### src/rtl/wb_pkg.sv
// Shared writeback definitions: source select encoding,
// load funct3 codes and the default datapath width.
package wb_pkg;

    localparam int DEF_XLEN = 32;

    typedef enum logic [1:0] {
        WB_ALU = 2'b00,
        WB_MEM = 2'b01,
        WB_PC4 = 2'b10
    } wb_src_e;

    localparam logic [2:0] F3_LB  = 3'b000;
    localparam logic [2:0] F3_LH  = 3'b001;
    localparam logic [2:0] F3_LW  = 3'b010;
    localparam logic [2:0] F3_LBU = 3'b100;
    localparam logic [2:0] F3_LHU = 3'b101;

endpackage

### src/rtl/load_extender.sv
// Sub-word load alignment and sign/zero extension.
// Built only when LOAD_EXT_EN is defined.
module load_extender
    import wb_pkg::*;
#(
    parameter int XLEN = DEF_XLEN
) (
    input  logic [XLEN-1:0] word,
    input  logic [2:0]      funct3,
    input  logic [1:0]      offset,
    output logic [XLEN-1:0] value
);

    logic [7:0]  byte_sel;
    logic [15:0] half_sel;

    always_comb begin
        byte_sel = word[{offset, 3'b000} +: 8];
        // halfword loads ignore offset[0]
        half_sel = offset[1] ? word[31:16] : word[15:0];
        value    = word;
        case (funct3)
            F3_LB:   value = {{(XLEN-8){byte_sel[7]}}, byte_sel};
            F3_LH:   value = {{(XLEN-16){half_sel[15]}}, half_sel};
            F3_LW:   value = word;
            F3_LBU:  value = {{(XLEN-8){1'b0}}, byte_sel};
            F3_LHU:  value = {{(XLEN-16){1'b0}}, half_sel};
            default: value = word;
        endcase
    end

endmodule

### src/rtl/mem_wb_stage.sv
// MEM/WB stage register, writeback mux and retired-instruction counter.
// Define LOAD_EXT_EN to build sub-word load extension.
module mem_wb_stage
    import wb_pkg::*;
#(
    parameter int XLEN  = DEF_XLEN,
    parameter int CNT_W = 32
) (
    input  logic             CLK,
    input  logic             RESET,
    input  logic             Stall,
    input  logic             Flush,
    input  logic             valid_in,
    input  logic             RegWrite_in,
    input  logic [1:0]       MemtoReg_in,
    input  logic [4:0]       WriteRegister_in,
    input  logic [XLEN-1:0]  ALUResult_in,
    input  logic [XLEN-1:0]  MemData_in,
    input  logic [XLEN-1:0]  PCPlus4_in,
    input  logic [2:0]       funct3_in,
    output logic             RegWrite,
    output logic [4:0]       WriteRegister,
    output logic [XLEN-1:0]  WriteData,
    output logic [CNT_W-1:0] instret
);

    logic            valid_q;
    logic            reg_write_q;
    logic [1:0]      mem_to_reg_q;
    logic [4:0]      wr_reg_q;
    logic [XLEN-1:0] alu_q;
    logic [XLEN-1:0] mem_q;
    logic [XLEN-1:0] pc4_q;
    logic [2:0]      funct3_q;
    logic [CNT_W-1:0] instret_q;
    logic [XLEN-1:0] load_val;

    always_ff @(posedge CLK) begin
        if (RESET || Flush) begin
            valid_q      <= 1'b0;
            reg_write_q  <= 1'b0;
            mem_to_reg_q <= 2'b00;
            wr_reg_q     <= 5'd0;
            alu_q        <= '0;
            mem_q        <= '0;
            pc4_q        <= '0;
            funct3_q     <= 3'b000;
        end else if (!Stall) begin
            valid_q      <= valid_in;
            reg_write_q  <= RegWrite_in;
            mem_to_reg_q <= MemtoReg_in;
            wr_reg_q     <= WriteRegister_in;
            alu_q        <= ALUResult_in;
            mem_q        <= MemData_in;
            pc4_q        <= PCPlus4_in;
            funct3_q     <= funct3_in;
        end
    end

    // A flush evicts the held instruction, so it retires even under stall
    always_ff @(posedge CLK) begin
        if (RESET) begin
            instret_q <= '0;
        end else if (valid_q && (!Stall || Flush)) begin
            instret_q <= instret_q + 1'b1;
        end
    end

`ifdef LOAD_EXT_EN
    load_extender #(.XLEN(XLEN)) u_ext (
        .word   (mem_q),
        .funct3 (funct3_q),
        .offset (alu_q[1:0]),
        .value  (load_val)
    );
`else
    logic unused_ok;
    assign unused_ok = ^funct3_q;
    assign load_val  = mem_q;
`endif

    always_comb begin
        WriteData = alu_q;
        case (mem_to_reg_q)
            WB_MEM:  WriteData = load_val;
            WB_PC4:  WriteData = pc4_q;
            default: WriteData = alu_q;
        endcase
    end

    assign RegWrite      = valid_q & reg_write_q & (|wr_reg_q);
    assign WriteRegister = wr_reg_q;
    assign instret       = instret_q;

endmodule

### config.mk
export PLATFORM = sky130hd
export DESIGN_NAME = mem_wb_stage
export DESIGN_NICKNAME = d
export VERILOG_FILES = /design/src/rtl/wb_pkg.sv /design/src/rtl/load_extender.sv /design/src/rtl/mem_wb_stage.sv
export SDC_FILE = /design/constraint.sdc
export NUM_CORES = 1
export LEC_CHECK = 0
export CORE_MARGIN = 2
export CORE_UTILIZATION = 50
export DETAILED_ROUTE_END_ITERATION = 7
export PLACE_DENSITY_LB_ADDON = 0.15
export SLEW_MARGIN = 40
export SYNTH_ARGS = -nofsm -noshare
export SYNTH_HDL_FRONTEND = slang
export SYNTH_SLANG_ARGS = --single-unit
### constraint.sdc
create_clock -name CLK -period 5.5 [get_ports CLK]
set_input_delay 1.375 -clock CLK [delete_from_list [all_inputs] [get_ports CLK]]
set_output_delay 1.375 -clock CLK [all_outputs]
set_load 0.02 [all_outputs]
==> flow_metrics.py <==
metrics = {
    "sta": {
        "slew_violations": 0,
        "slew_headroom_pct": 54.3,
        "whs_ps": 493,
        "fin_crit_ps": 3840,
        "hold_viol": 0,
        "setup_tns_ps": 0,
        "tightest_slew_ps": 686,
        "setup_violations": 0,
        "fmax_ghz": 0.260,
        "fin_worst_skew_ps": 5.51,
        "rsz0062_at_grt": "no",
        "post-route-period-util_pct": 69.8,
    },
    "setup_path": {
        "path_buf_inv": 2,
        "rr_startpoint": "instret[18]",
        "cpLargestDelayFamily": "buffers and inverters",
        "cp-end-kind": "output port",
        "ff2ff_path_depth": 4,
        "critPathSlowestCell": "clkdlybuf4s50_1",
        "required_ps": 4120,
        "crit_chain": "inv_1, ha_4, nand2_1, o21ai_0, clkdlybuf4s50_1",
        "path_class": "reg2out",
        "crit_arrival_ps": 2470,
        "critPathMaxStageDelay_ps": 680,
        "worst_setup_path_start_kind": "flop",
        "worstPathMaxFanout": 64,
        "r2r_end": "instret[28]",
        "ff2ff_setup_slack_ps": 3310,
    },
    "logic_synthesis": {
        "synthSimpleGateAreaFrac_pct": 18.4,
        "ys_ff_latch": 137,
        "synth_cells": 650,
        "ys_types": 31,
        "synth-compound-area-share_pct": 9.75,
        "yosys_warnings": 0,
        "synth_top_family_by_area": "multiplexers",
        "syn_avg_cell_area_um2": 9.04,
        "muxShareOfSynthArea_pct": 20.4,
        "synthAdderAreaFrac_pct": 0.639,
        "syn_nets": 765,
        "ys_seq_area_share_pct": 46.7,
        "synth_xor_area_share_pct": 0.596,
        "synth_area_mm2": 0.00588,
    },
    "power_and_ir_drop": {
        "internal_power_mw": 2.07,
        "seqPwrFrac_pct": 39.6,
        "p_sw_mw": 0.538,
        "p_comb_share_pct": 9.1,
        "swShare_pct": 20.6,
        "p_leak_nw": 3.27,
        "pwr_density_cell_mw_per_mm2": 309,
        "vdd_drop_max_mv": 0.264,
        "p_clk_share_pct": 51.4,
    },
    "run_status": {
        "status": "finished clean",
    },
    "detailed_routing": {
        "vias": 5250,
        "drt-initial-drc-count": 421,
        "vias_per_cell": 5.47,
        "wire_per_inst_um": 15.9,
        "ant_nets": 0,
        "drc": 0,
        "routed_wl_mm": 15.2,
        "drtPass1Iterations": 5,
    },
    "clocking": {
        "cts_htree_levels": 4,
        "cts_hold_buf": 0,
        "insertion_delay_ps": 410,
        "cts_root_buffer": "clkbuf_16",
        "cts.sinks": 137,
        "cts_made_buffers": 17,
        "cts_tree": "done",
        "clockBufferDepth": 2,
        "cts_resized": 0,
        "post_cts_buffers": 0,
        "path_clk_slew_ps": 60,
    },
    "min_path": {
        "hp-start": "load_val[27]",
        "holdPathStages": 2,
        "hold_class": "reg2reg",
        "hold_path_end": "load_val[27]",
    },
    "flow_run": {
        "cap_violations": 0,
    },
    "die": {
        "core_area_mm2": 0.0115,
        "dieArea_mm2": 0.0126,
        "rows": 39,
        "pin_count": 182,
        "dieWidth_um": 112,
        "start_util_pct": 51.2,
        "die_y_um": 112,
    },
    "global_route": {
        "antenna_found_initial": 0,
        "grt_usage_pct": 24.3,
        "grt_pass1_wl_mm": 24.8,
        "grt_pass1_vias": 5124,
        "grt.overflow.total": 0,
        "grt_max_degree": 65,
    },
    "placement": {
        "finalWeightedCongestion": 0.787,
        "dp_hpwl_mm": 10.0,
        "postPlaceCellArea_mm2": 0.00774,
        "port_buffers": 178,
    },
    "layout": {
        "insertedDiodeCount": 0,
        "post-route-util_pct": 73.6,
        "final_area_mm2": 0.00844,
        "nets": 918,
        "drive_gt1_share_pct": 6.37,
        "area_delta_synth_final_pct": 43.6,
    },
}
## registers in the layout, indices dropped and copies added (netlist names)
name and flops:
load_val 32, WriteRegister 5, valid_q 1, mem_to_reg_q 2, alu_q 32, instret 32
reg_write_q 1, pc4_q 32
## synth_stat cells
cell        n  share of area [%]
ha_1        3               0.64
nor2b_1    12                1.3
dfxtp_1   137                 47
clkbuf_1   34                2.2
nand4_2     1               0.21
nor4_1     12                1.3
and3_1      3               0.32
nand2b_1    1               0.11
o21ai_0    39                3.3
xnor2_1     1               0.15
nand3_1    12                1.0
and4_1      3               0.45
mux2_2     11                2.1
xor2_1      3               0.45
inv_1       7               0.45
mux2_1      2               0.38
nor4b_1     1               0.15
o31ai_1     7               0.89
a22oi_1    32                4.1
or4_1       9                1.1
or3_1       8               0.85
nor2_1    124                7.9
or2_2       1               0.11
o311a_1     1               0.17
mux2i_1   105                 18
nand4_1     5               0.53
nand2_1    45                2.9
a21oi_1    15                1.3
buf_1      14               0.89
buf_2       1              0.085
and2_1      1               0.11
## cells in the final DEF, fill, tap and decap left out, types with 8 or more instances in the layout
cell / n
mux2i_1: 105
nor2_1: 124
mux2_2: 11
a21oi_1: 15
clkbuf_16: 17
nand3_1: 11
o21ai_0: 39
a22oi_1: 32
nor4_1: 12
nand2_1: 45
or3_1: 8
or4_1: 9
nor2b_1: 12
dfxtp_1: 137
clkdlybuf4s50_1: 177
## kinds of logic (layout without fill, tap and decap cells)
logic type      Yosys count  in the layout
compound gates           94             94
flops                   137            137
mux                     118            118
xor+xnor                  4              4
buf+inv                  56            222
fa+ha+maj                 3              3
simple gates            238            238
## worst max path at each step
stage / slack, ps / endpoint / from / cells after the start
floorplan: 2620 / WriteData[11] / mem_to_reg_q[0] / 5
global placement: 1800 / WriteData[24] / mem_to_reg_q[0] / 5
detailed placement: 1970 / instret[29] / Flush / 5
CTS: 1610 / WriteData[6] / mem_to_reg_q[0] / 5
global route: 1480 / WriteData[6] / mem_to_reg_q[0] / 5
finish: 1660 / WriteData[6] / mem_to_reg_q[0] / 5
## metrics by stage
| stage | total power, mW | worst slack, ps | cells |
|---|---|---|---|
| 2_1_floorplan | 1.17 | 2620 | 650 |
| 3_3_place_gp | 1.28 | 1800 | 925 |
| 3_5_place_dp | 1.29 | 1970 | 927 |
| 4_1_cts | 2.63 | 1610 | 959 |
| 5_1_grt | 2.69 | 1480 | 959 |
| 6_report | 2.61 | 1660 | 959 |
## final cells by class
| class | count | area, um2 |
|---|---|---|
| Multi-Input combinational cell | 457 | 2940 |
| Clock buffer | 20 | 457 |
| Inverter | 7 | 26.3 |
| Fill cell | 827 | 3030 |
| Tap cell | 143 | 179 |
| Sequential cell | 137 | 2740 |
| Timing Repair Buffer | 183 | 1850 |
| Clock inverter | 12 | 244 |
## tightest hold or removal path, cell delays in order (launching register included)
cell and delay [ps]:
dfxtp_1 320, mux2i_1 70, nor2_1 70
## power groups by stage
| stage | logic, mW | registers [mW] | clock network (mW) |
|---|---|---|---|
| after floorplan | 0.116 | 1.05 | 0 |
| after global placement | 0.226 | 1.05 | 0 |
| after detailed placement | 0.235 | 1.05 | 0 |
| after CTS | 0.237 | 1.03 | 1.36 |
| after global routing | 0.255 | 1.04 | 1.40 |
| final | 0.236 | 1.03 | 1.34 |
## metal layers
metal  vias up  part of all wire (%)  global-route usage, %
met4         0                   1.6                   8.86
met3        19                   7.2                   8.59
met5         -                     0                      0
li1       2589                     -                      -
met1      2475                    42                   28.6
met2       167                    49                   41.0
Power figures use the tool's default switching activity.
